## src/rtl/mem_access_ctrl_if.sv

```systemverilog
// Request/response/RAM bus bundle for mem_access_ctrl.
// slave  : the controller side (accepts CPU requests, drives the RAM port).
// master : the CPU datapath plus the RAM wrapper seen from outside.
interface mem_access_ctrl_if;
    logic        req_valid;
    logic        req_ready;
    logic        req_we;
    logic [15:0] req_addr;
    logic [15:0] req_wdata;
    logic        resp_valid;
    logic        resp_ready;
    logic [15:0] resp_rdata;
    logic        resp_err;
    logic        ram_we;
    logic [15:0] ram_addr;
    logic [15:0] ram_din;
    logic [15:0] ram_dout;

    modport slave (
        input  req_valid, req_we, req_addr, req_wdata, resp_ready, ram_dout,
        output req_ready, resp_valid, resp_rdata, resp_err, ram_we, ram_addr, ram_din
    );

    modport master (
        output req_valid, req_we, req_addr, req_wdata, resp_ready, ram_dout,
        input  req_ready, resp_valid, resp_rdata, resp_err, ram_we, ram_addr, ram_din
    );
endinterface

```

## src/rtl/mem_access_ctrl.sv

```systemverilog
// mem_access_ctrl: single-outstanding load/store initiator for a synchronous
// single-port RAM. All outputs come straight from registers.
// Optional feature macro: MEM_READBACK_VERIFY_EN (stores are read back and
// compared; mismatch flags resp_err).
module mem_access_ctrl #(
    parameter int ADDR_WIDTH  = 8,
    parameter int DATA_WIDTH  = 16,
    parameter int RAM_LATENCY = 1
) (
    input  logic             clk,
    input  logic             rst_n,
    mem_access_ctrl_if.slave bus
);
    localparam logic [2:0] ST_IDLE   = 3'd0;
    localparam logic [2:0] ST_ISSUE  = 3'd1;
    localparam logic [2:0] ST_WAIT   = 3'd2;
    localparam logic [2:0] ST_RESP   = 3'd3;
`ifdef MEM_READBACK_VERIFY_EN
    localparam logic [2:0] ST_VERIFY = 3'd4;
`endif
    localparam logic [2:0] LAT       = 3'(RAM_LATENCY);

    logic [2:0]            state_q, state_d;
    logic [2:0]            cnt_q, cnt_d;
    logic                  we_q, we_d;
    logic                  err_q, err_d;
    logic                  req_ready_q, req_ready_d;
    logic                  resp_valid_q, resp_valid_d;
    logic                  resp_err_q, resp_err_d;
    logic [DATA_WIDTH-1:0] resp_rdata_q, resp_rdata_d;
    logic                  ram_we_q, ram_we_d;
    logic [15:0]           ram_addr_q, ram_addr_d;
    logic [DATA_WIDTH-1:0] ram_din_q, ram_din_d;
    logic                  addr_oob_s;

    // Any address bit above the implemented RAM range marks the request as an error.
    assign addr_oob_s = ((bus.req_addr >> ADDR_WIDTH) != 16'd0);

    // Next-state and next-output computation for the access sequencer.
    always_comb begin
        state_d      = state_q;
        cnt_d        = cnt_q;
        we_d         = we_q;
        err_d        = err_q;
        req_ready_d  = req_ready_q;
        resp_valid_d = resp_valid_q;
        resp_err_d   = resp_err_q;
        resp_rdata_d = resp_rdata_q;
        ram_we_d     = ram_we_q;
        ram_addr_d   = ram_addr_q;
        ram_din_d    = ram_din_q;
        case (state_q)
            ST_IDLE: begin
                req_ready_d = 1'b1;
                if (bus.req_valid) begin
                    req_ready_d = 1'b0;
                    we_d        = bus.req_we;
                    err_d       = addr_oob_s;
                    state_d     = ST_ISSUE;
                    if (addr_oob_s) begin
                        // Out-of-range: RAM port left untouched, one dead cycle
                        // keeps the error latency equal to a store's.
                        ram_we_d = 1'b0;
                    end else begin
                        ram_addr_d = bus.req_addr;
                        ram_din_d  = bus.req_wdata;
                        ram_we_d   = bus.req_we;
                    end
                end else begin
                    state_d = ST_IDLE;
                end
            end
            ST_ISSUE: begin
                ram_we_d = 1'b0;
                if (err_q) begin
                    state_d      = ST_RESP;
                    resp_valid_d = 1'b1;
                    resp_err_d   = 1'b1;
                    resp_rdata_d = {DATA_WIDTH{1'b0}};
                end else if (we_q) begin
`ifdef MEM_READBACK_VERIFY_EN
                    state_d = ST_VERIFY;
`else
                    state_d      = ST_RESP;
                    resp_valid_d = 1'b1;
                    resp_err_d   = 1'b0;
                    resp_rdata_d = {DATA_WIDTH{1'b0}};
`endif
                end else begin
                    state_d = ST_WAIT;
                    cnt_d   = LAT;
                end
            end
`ifdef MEM_READBACK_VERIFY_EN
            ST_VERIFY: begin
                // Read the just-written word back from the same address.
                ram_we_d = 1'b0;
                state_d  = ST_WAIT;
                cnt_d    = LAT;
            end
`endif
            ST_WAIT: begin
                if (cnt_q <= 3'd1) begin
                    cnt_d        = 3'd0;
                    state_d      = ST_RESP;
                    resp_valid_d = 1'b1;
                    resp_rdata_d = bus.ram_dout;
`ifdef MEM_READBACK_VERIFY_EN
                    resp_err_d   = we_q && (bus.ram_dout != ram_din_q);
`else
                    resp_err_d   = 1'b0;
`endif
                end else begin
                    cnt_d = cnt_q - 3'd1;
                end
            end
            ST_RESP: begin
                if (bus.resp_ready) begin
                    resp_valid_d = 1'b0;
                    resp_err_d   = 1'b0;
                    req_ready_d  = 1'b1;
                    state_d      = ST_IDLE;
                end else begin
                    state_d = ST_RESP;
                end
            end
            default: begin
                // Unreachable encoding: fall back to a quiet idle.
                state_d      = ST_IDLE;
                cnt_d        = 3'd0;
                req_ready_d  = 1'b1;
                resp_valid_d = 1'b0;
                resp_err_d   = 1'b0;
                ram_we_d     = 1'b0;
            end
        endcase
    end

    // State and output registers with asynchronous reset.
    always_ff @(posedge clk or negedge rst_n) begin
        if (!rst_n) begin
            state_q      <= ST_IDLE;
            cnt_q        <= 3'd0;
            we_q         <= 1'b0;
            err_q        <= 1'b0;
            req_ready_q  <= 1'b1;
            resp_valid_q <= 1'b0;
            resp_err_q   <= 1'b0;
            resp_rdata_q <= {DATA_WIDTH{1'b0}};
            ram_we_q     <= 1'b0;
            ram_addr_q   <= 16'd0;
            ram_din_q    <= {DATA_WIDTH{1'b0}};
        end else begin
            state_q      <= state_d;
            cnt_q        <= cnt_d;
            we_q         <= we_d;
            err_q        <= err_d;
            req_ready_q  <= req_ready_d;
            resp_valid_q <= resp_valid_d;
            resp_err_q   <= resp_err_d;
            resp_rdata_q <= resp_rdata_d;
            ram_we_q     <= ram_we_d;
            ram_addr_q   <= ram_addr_d;
            ram_din_q    <= ram_din_d;
        end
    end

    assign bus.req_ready  = req_ready_q;
    assign bus.resp_valid = resp_valid_q;
    assign bus.resp_err   = resp_err_q;
    assign bus.resp_rdata = resp_rdata_q;
    assign bus.ram_we     = ram_we_q;
    assign bus.ram_addr   = ram_addr_q;
    assign bus.ram_din    = ram_din_q;
endmodule

```

## src/flat_wrapper.sv

```systemverilog
// flat-port wrapper written by rule: the top's interface ports become plain ports
module mem_access_ctrl_flat 
#(
    parameter int ADDR_WIDTH  = 8,
    parameter int DATA_WIDTH  = 16,
    parameter int RAM_LATENCY = 1
)
  (clk, rst_n, bus_req_valid, bus_req_we, bus_req_addr, bus_req_wdata, bus_resp_ready, bus_ram_dout, bus_req_ready, bus_resp_valid, bus_resp_rdata, bus_resp_err, bus_ram_we, bus_ram_addr, bus_ram_din);
  mem_access_ctrl_if bus_i ();
  input  logic clk;
  input  logic rst_n;
  input wire logic [$bits(bus_i.req_valid)-1:0] bus_req_valid;
  input wire logic [$bits(bus_i.req_we)-1:0] bus_req_we;
  input wire logic [$bits(bus_i.req_addr)-1:0] bus_req_addr;
  input wire logic [$bits(bus_i.req_wdata)-1:0] bus_req_wdata;
  input wire logic [$bits(bus_i.resp_ready)-1:0] bus_resp_ready;
  input wire logic [$bits(bus_i.ram_dout)-1:0] bus_ram_dout;
  output wire logic [$bits(bus_i.req_ready)-1:0] bus_req_ready;
  output wire logic [$bits(bus_i.resp_valid)-1:0] bus_resp_valid;
  output wire logic [$bits(bus_i.resp_rdata)-1:0] bus_resp_rdata;
  output wire logic [$bits(bus_i.resp_err)-1:0] bus_resp_err;
  output wire logic [$bits(bus_i.ram_we)-1:0] bus_ram_we;
  output wire logic [$bits(bus_i.ram_addr)-1:0] bus_ram_addr;
  output wire logic [$bits(bus_i.ram_din)-1:0] bus_ram_din;
  assign bus_i.req_valid = bus_req_valid;
  assign bus_i.req_we = bus_req_we;
  assign bus_i.req_addr = bus_req_addr;
  assign bus_i.req_wdata = bus_req_wdata;
  assign bus_i.resp_ready = bus_resp_ready;
  assign bus_i.ram_dout = bus_ram_dout;
  assign bus_req_ready = bus_i.req_ready;
  assign bus_resp_valid = bus_i.resp_valid;
  assign bus_resp_rdata = bus_i.resp_rdata;
  assign bus_resp_err = bus_i.resp_err;
  assign bus_ram_we = bus_i.ram_we;
  assign bus_ram_addr = bus_i.ram_addr;
  assign bus_ram_din = bus_i.ram_din;
  mem_access_ctrl #(.ADDR_WIDTH(ADDR_WIDTH), .DATA_WIDTH(DATA_WIDTH), .RAM_LATENCY(RAM_LATENCY)) u_core (.clk(clk), .rst_n(rst_n), .bus(bus_i));
endmodule
```

## config.mk

```make
export PLATFORM = sky130hd
export DESIGN_NAME = mem_access_ctrl_flat
export DESIGN_NICKNAME = d
export VERILOG_FILES = /design/src/rtl/mem_access_ctrl_if.sv /design/src/rtl/mem_access_ctrl.sv /design/src/flat_wrapper.sv
export SDC_FILE = /design/constraint.sdc
export NUM_CORES = 1
export LEC_CHECK = 0
export CAP_MARGIN = 20
export CORE_MARGIN = 3
export CORE_UTILIZATION = 43
export DETAILED_ROUTE_END_ITERATION = 16
export PLACE_DENSITY = 0.82
export SLEW_MARGIN = 20
export SYNTH_ARGS = -nofsm -noshare
export SYNTH_HDL_FRONTEND = slang
export SYNTH_SLANG_ARGS = --single-unit
```

## constraint.sdc

```tcl
create_clock -name clk -period 4.1 [get_ports clk]
set_input_delay 0.41 -clock clk [delete_from_list [all_inputs] [get_ports clk]]
set_output_delay 0.41 -clock clk [all_outputs]
set_load 0.05 [all_outputs]
```

==> results.sh, run 1 <==
export IMPL_placementRows=26
export IMPL_fin_crit_sh=0.6430
export IMPL_slew_headroom=0.3389
export IMPL_ys_types=26
export IMPL_crit_top_cell="inv_1"
export IMPL_synth_edff_count=0
export IMPL_max_stage_delay_ns=0.91
export IMPL_max_cap_viol_count=0
export IMPL_cp_data_required_time_ns=4.26
export IMPL_syn_area_um2=2385
export IMPL_cpMaxStageDelayCell="o311ai_4"
export IMPL_overflow=0
export IMPL_gp_congestion=0.7704
export IMPL_grt_pass1_wl_mm=9.232
export IMPL_hpwl_mm=3.999
export IMPL_wl_per_cell_um=14.82
export IMPL_outcome="finished clean"
export IMPL_cp_top_family="compound AO/OA/AOI/OAI gates"
export IMPL_start_kind="flip-flop"
export IMPL_crit_chain="inv_1 -> ha_1 -> inv_1 -> o311ai_4 -> o21ai_0"
export IMPL_fmax_ghz=0.3793
export IMPL_grt_pass1_vias=1930
export IMPL_syn_to_final_growth_pct=56.40
export IMPL_synth_seq_cells=59
export IMPL_ir_drop_v=0.0004088
export IMPL_dr_max_layer_used="met4"
export IMPL_dpl_cell_area_um2=3497
export IMPL_grt_use_total=0.1891
export IMPL_drive_gt1_frac=0.1519
export IMPL_vias_per_cell=4.767
export IMPL_cp_max_fo=32
export IMPL_antenna_found_initial=0
export IMPL_postSynthNetCount=262
export IMPL_setup_worst_path_class="reg -> reg"
export IMPL_grt_start_max_net_pins=52
export IMPL_nets=370
export IMPL_arrival_ns=2.80
export IMPL_routed_wl_mm=5.722
export IMPL_avgSynthCellArea_um2=11.75
export IMPL_hold_slack_ns=0.4606
export IMPL_cts_buffer_depth=2
export IMPL_nFillCells=387
export IMPL_die_h_um=80.47
export IMPL_p_leak_uw=0.001699
export IMPL_antennaDiodeCount=0
export IMPL_die_w_um=80.47
export IMPL_maxSlewViolCount=0
export IMPL_core_area_um2=5238
export IMPL_p_per_area_nw_per_um2=560.6
export IMPL_vias=1840
export IMPL_wl_met1_mm=2.441
export IMPL_boundaryPins=105
export IMPL_rsz0062_at_grt="false"
export IMPL_worst_skew_pair_late_latency_ns=0.33
export IMPL_final_area_um2=3730
export IMPL_antenna_left=0
export IMPL_cts_tree="done"
export IMPL_hold_violations=0
export IMPL_die_area_um2=6475
export IMPL_postCtsSetupBuffers=0
export IMPL_cts_buffers=9
export IMPL_root_buffer="clkbuf_8"
export IMPL_wl_met3_um=448
export IMPL_tightest_slew_ns=0.9893
export IMPL_htree_levels=3
export IMPL_postLayoutCoreUtil=0.7121
export IMPL_hold_path_class="in -> async"
export IMPL_end_kind="flip-flop"
export IMPL_yosysWarnings=0
export IMPL_ys_async_sr_fraction=1.000
export IMPL_cts_sinks=59
export IMPL_firstDrtPassIters=4
export IMPL_ys_seq_area_frac=0.6196
export IMPL_drtIter0Drc=85
export IMPL_drcViolationCount=0
export IMPL_clkTransAtPathRegs_ns=0.07
export IMPL_critPathBufInv=2
export IMPL_fin_crit_ns=2.636
export IMPL_setup_violations=0
export IMPL_port_buffer_count=104
export IMPL_finalSetupTns_ns=0
export IMPL_cts_hold_buffers=1
export IMPL_power_uw=2091
export IMPL_synth_ff_type="dfrtp_1"
export IMPL_fin_skew_ns=0.007672
export IMPL_cts_repair_resize_count=0
export IMPL_syn_inst=203
export IMPL_start_util=0.4553
export IMPL_met2_length_mm=2.784
==> metrics by stage <==
step                      setup slack (ns)  cells
final                                1.464    386
after global routing                 1.151    386
after CTS                            1.421    386
after detailed placement             1.430    369
after global placement               1.455    369
after floorplan                      2.310    203
==> power by group <==
part           leakage (µW)  switching (µW)  total (µW)  internal [µW]
clock network      0.000116             224         571            347
logic              0.000787             513         798            285
registers          0.000796            52.4         722            669
total               0.00170             790        2090           1300
==> flip-flops by register name, summed over array words and instances, names as in the netlist <==
signal,flops
u_core.bus.ram_din,16
u_core.bus.req_ready,1
u_core.bus.ram_addr,16
u_core.we_q,1
u_core.state_q,2
u_core.bus.resp_rdata,16
u_core.bus.resp_valid,1
u_core.bus.resp_err,1
u_core.bus.ram_we,1
u_core.err_q,1
u_core.cnt_q,3
==> layout make-up <==
class / instances / area (µm²) / share of cell area
tap: 70 / 87.58 / 0.02348
multi-input combinational: 126 / 850.8 / 0.2281
inverter: 8 / 30.03 / 0.008051
timing repair buffer: 107 / 1061 / 0.2845
clock inverter: 3 / 43.79 / 0.01174
sequential: 59 / 1478 / 0.3962
clock buffer: 13 / 178.9 / 0.04797
==> logic make-up after synthesis <==
group           count (synthesis)  share of synthesized area
fa+ha+maj                       6                    0.03148
buf+inv                        18                    0.03095
compound gates                 28                    0.06663
mux                            26                     0.1228
flops                          59                     0.6196
simple gates                   66                     0.1285
==> cell usage in the layout (no fill, tap or decap), drive strengths merged <==
cell type      Yosys  final
a21o               1      1
a21oi              2      2
and2               9      9
and4               1      1
buf                5      3
bufinv             0      1
clkbuf             5     13
clkdlybuf4s50      0    103
clkinv             0      2
dfrtp             58     58
dfstp              1      1
dlygate4sd3        0      1
ha                 6      6
inv                8      8
mux2              26     26
nand2             37     37
nand3              4      4
nor2               5      5
nor2b              3      3
nor3               2      2
nor4               2      2
o21a               1      1
o21ai             20     20
o311ai             1      1
o31ai              2      2
o32a               1      1
or3                1      1
or3b               1      1
or4                1      1
==> final timing paths <==
check                                          from                       end  slack [ns]  cells after the start
max                               u_core.state_q[0]  u_core.bus.resp_rdata[4]        1.46                      5
min                                           rst_n    u_core.bus.ram_addr[5]        0.46                      2
max reg2reg                       u_core.state_q[0]  u_core.bus.resp_rdata[4]        1.46                      5
min reg2reg                u_core.bus.resp_rdata[5]  u_core.bus.resp_rdata[5]        0.48                      2
max in group asynchronous                     rst_n     u_core.bus.resp_valid        2.77                      3
min in group clk           u_core.bus.resp_rdata[5]  u_core.bus.resp_rdata[5]        0.48                      2
==> layer usage <==
metal / vias to the layer above / GRT usage
met2: 69 / 0.3030
met4: 0 / 0.06588
met1: 870 / 0.2456
li1: 896 / -
met5: - / 0
met3: 5 / 0.05381
==> cells in the mapped netlist (all sizes together), types with 3 or more instances <==
master / instances / area, µm²
buf: 5 / 25.02
nand2: 37 / 138.9
nor2b: 3 / 18.77
ha: 6 / 75.07
mux2: 26 / 292.8
clkbuf: 5 / 18.77
inv: 8 / 30.03
dfrtp: 58 / 1451
nand3: 4 / 20.02
o21ai: 20 / 100.1
and2: 9 / 56.30
nor2: 5 / 18.77
Power figures use the tool's default switching activity.
==> inputs of run 2 (changes only) <==
--- a/config.mk
+++ b/config.mk
@@ -7,9 +7,9 @@
 export LEC_CHECK = 0
 export CAP_MARGIN = 20
 export CORE_MARGIN = 3
-export CORE_UTILIZATION = 43
+export CORE_UTILIZATION = 42
 export DETAILED_ROUTE_END_ITERATION = 16
-export PLACE_DENSITY = 0.82
+export PLACE_DENSITY = 0.8
 export SLEW_MARGIN = 20
 export SYNTH_ARGS = -nofsm -noshare
 export SYNTH_HDL_FRONTEND = slang
==> constraint.sdc (replaced) <==
create_clock -name clk -period 2.5 [get_ports clk]
set_input_delay 0.25 -clock clk [delete_from_list [all_inputs] [get_ports clk]]
set_output_delay 0.25 -clock clk [all_outputs]
set_load 0.05 [all_outputs]
==> run 2 against run 1 <==
- die area up 2.2%
- power up 59%
- sequential cell count unchanged
- combinational power up 65%
- sequential share of layout area up 0.16 points
- first-iteration DRC count down 52%
- routed wire length down 0.40%
- largest power group unchanged
- critical path type unchanged
- cell area down 0.40%
- clock power up 43%
==> results.sh, run 2 (synthesized netlist as in run 1, its figures left out) <==
export IMPL_cts_buffers=9
export IMPL_nFillCells=404
export IMPL_start_kind="flip-flop"
export IMPL_max_cap_viol_count=0
export IMPL_setup_worst_path_class="reg -> reg"
export IMPL_firstDrtPassIters=4
export IMPL_maxSlewViolCount=0
export IMPL_overflow=0
export IMPL_cts_buffer_depth=2
export IMPL_drcViolationCount=0
export IMPL_fin_crit_sh=0.8123
export IMPL_cts_repair_resize_count=0
export IMPL_core_area_um2=5303
export IMPL_hold_path_class="in -> async"
export IMPL_die_area_um2=6618
export IMPL_multi_input_area_um2=850.8
export IMPL_boundaryPins=105
export IMPL_antenna_found_initial=0
export IMPL_wl_per_cell_um=14.65
export IMPL_grt_pass1_wl_mm=9.004
export IMPL_hpwl_mm=4.220
export IMPL_grt_start_max_net_pins=33
export IMPL_hold_violations=0
export IMPL_routed_wl_mm=5.699
export IMPL_antennaDiodeCount=0
export IMPL_cp_max_fo=32
export IMPL_start_util=0.4497
export IMPL_root_buffer="clkbuf_8"
export IMPL_end_kind="flip-flop"
export IMPL_syn_to_final_growth_pct=55.77
export IMPL_p_per_area_nw_per_um2=893.6
export IMPL_grt_pass1_vias=1911
export IMPL_port_buffer_count=104
export IMPL_arrival_ns=2.18
export IMPL_htree_levels=3
export IMPL_postCtsSetupBuffers=0
export IMPL_drive_gt1_frac=0.1536
export IMPL_grt_use_total=0.1812
export IMPL_clkTransAtPathRegs_ns=0.07
export IMPL_rsz0062_at_grt="false"
export IMPL_gp_congestion=0.7759
export IMPL_p_leak_uw=0.001694
export IMPL_die_w_um=81.35
export IMPL_placementRows=26
export IMPL_tightest_slew_ns=0.9758
export IMPL_final_common_cell="clkdlybuf4s50_1"
export IMPL_antenna_left=0
export IMPL_fmax_ghz=0.4924
export IMPL_vias_per_cell=4.751
export IMPL_postLayoutCoreUtil=0.7006
export IMPL_ir_drop_v=0.0005154
export IMPL_slew_headroom=0.3479
export IMPL_register_area_um2=1478
export IMPL_vias=1848
export IMPL_cp_data_required_time_ns=2.65
export IMPL_met2_length_mm=2.687
export IMPL_setup_violations=0
export IMPL_fin_crit_ns=2.031
export IMPL_wl_met1_mm=2.471
export IMPL_cts_tree="done"
export IMPL_worst_skew_pair_late_latency_ns=0.32
export IMPL_die_h_um=81.35
export IMPL_nets=373
export IMPL_cts_sinks=59
export IMPL_wl_met3_um=481
export IMPL_fin_skew_ns=0.008331
export IMPL_finalSetupTns_ns=0
export IMPL_dr_max_layer_used="met4"
export IMPL_drtIter0Drc=41
export IMPL_hold_slack_ns=0.4072
export IMPL_mostFrequentLayoutCells="clkdlybuf4s50_1 (103), dfrtp_1 (58), nand2_1 (37), mux2_2 (26), o21ai_0 (18)"
export IMPL_outcome="finished clean"
==> run 2: where the power goes <==
group	total, µW	switching [µW]	internal [µW]
clock network	817	359	457
registers	1190	88.0	1100
logic	1320	845	473
total	3320	1290	2030
==> run 2: path summary, 6_finish.rpt <==
kind	from	to	slack [ns]	depth (start not counted)
max in group asynchronous	rst_n	u_core.bus.ram_din[1]	1.45	3
min	rst_n	u_core.bus.ram_addr[1]	0.41	2
min reg2reg	u_core.bus.resp_rdata[10]	u_core.bus.resp_rdata[10]	0.48	2
max	u_core.state_q[0]	u_core.bus.resp_rdata[4]	0.47	5
max reg2reg	u_core.state_q[0]	u_core.bus.resp_rdata[4]	0.47	5
min in group clk	u_core.bus.resp_rdata[10]	u_core.bus.resp_rdata[10]	0.48	2
==> run 2: final cells by class <==
cell class | count | share of cell area
well taps | 70 | 0.02358
repair buffers | 110 | 0.2917
multi-input cells | 126 | 0.2290
flip-flops and latches | 59 | 0.3978
clock buffers | 11 | 0.03537
inverters | 8 | 0.008084
clock inverters | 5 | 0.01448
==> run 2: metal layers <==
metal | vias to the layer above | GRT usage
li1 | 906 | -
met1 | 860 | 0.2257
met2 | 76 | 0.2826
met3 | 6 | 0.07428
met4 | 0 | 0.06588
met5 | - | 0
==> run 2: stage by stage <==
step | setup WS [ns] | power, µW | std cells | cell area (µm²)
3_3_place_gp | 0.5738 | 2489 | 372 | 3520
5_1_grt | 0.2780 | 3533 | 389 | 3715
4_1_cts | 0.4649 | 3360 | 389 | 3715
3_5_place_dp | 0.4976 | 2528 | 372 | 3520
2_1_floorplan | 0.7097 | 2080 | 203 | 2385
6_report | 0.4693 | 3320 | 389 | 3715
==> run 2: worst max-delay path, cell delays in order (launching register included) <==
cell	delay (ns)
dfrtp_1	0.41
inv_1	0.10
ha_1	0.17
inv_1	0.08
o311ai_4	0.86
o21ai_0	0.24
==> run 2: repair_timing <==
action                     in CTS  in global routing
hold endpoints to repair       18                  0
setup endpoints to repair       0                  0
hold buffers                    1                  0
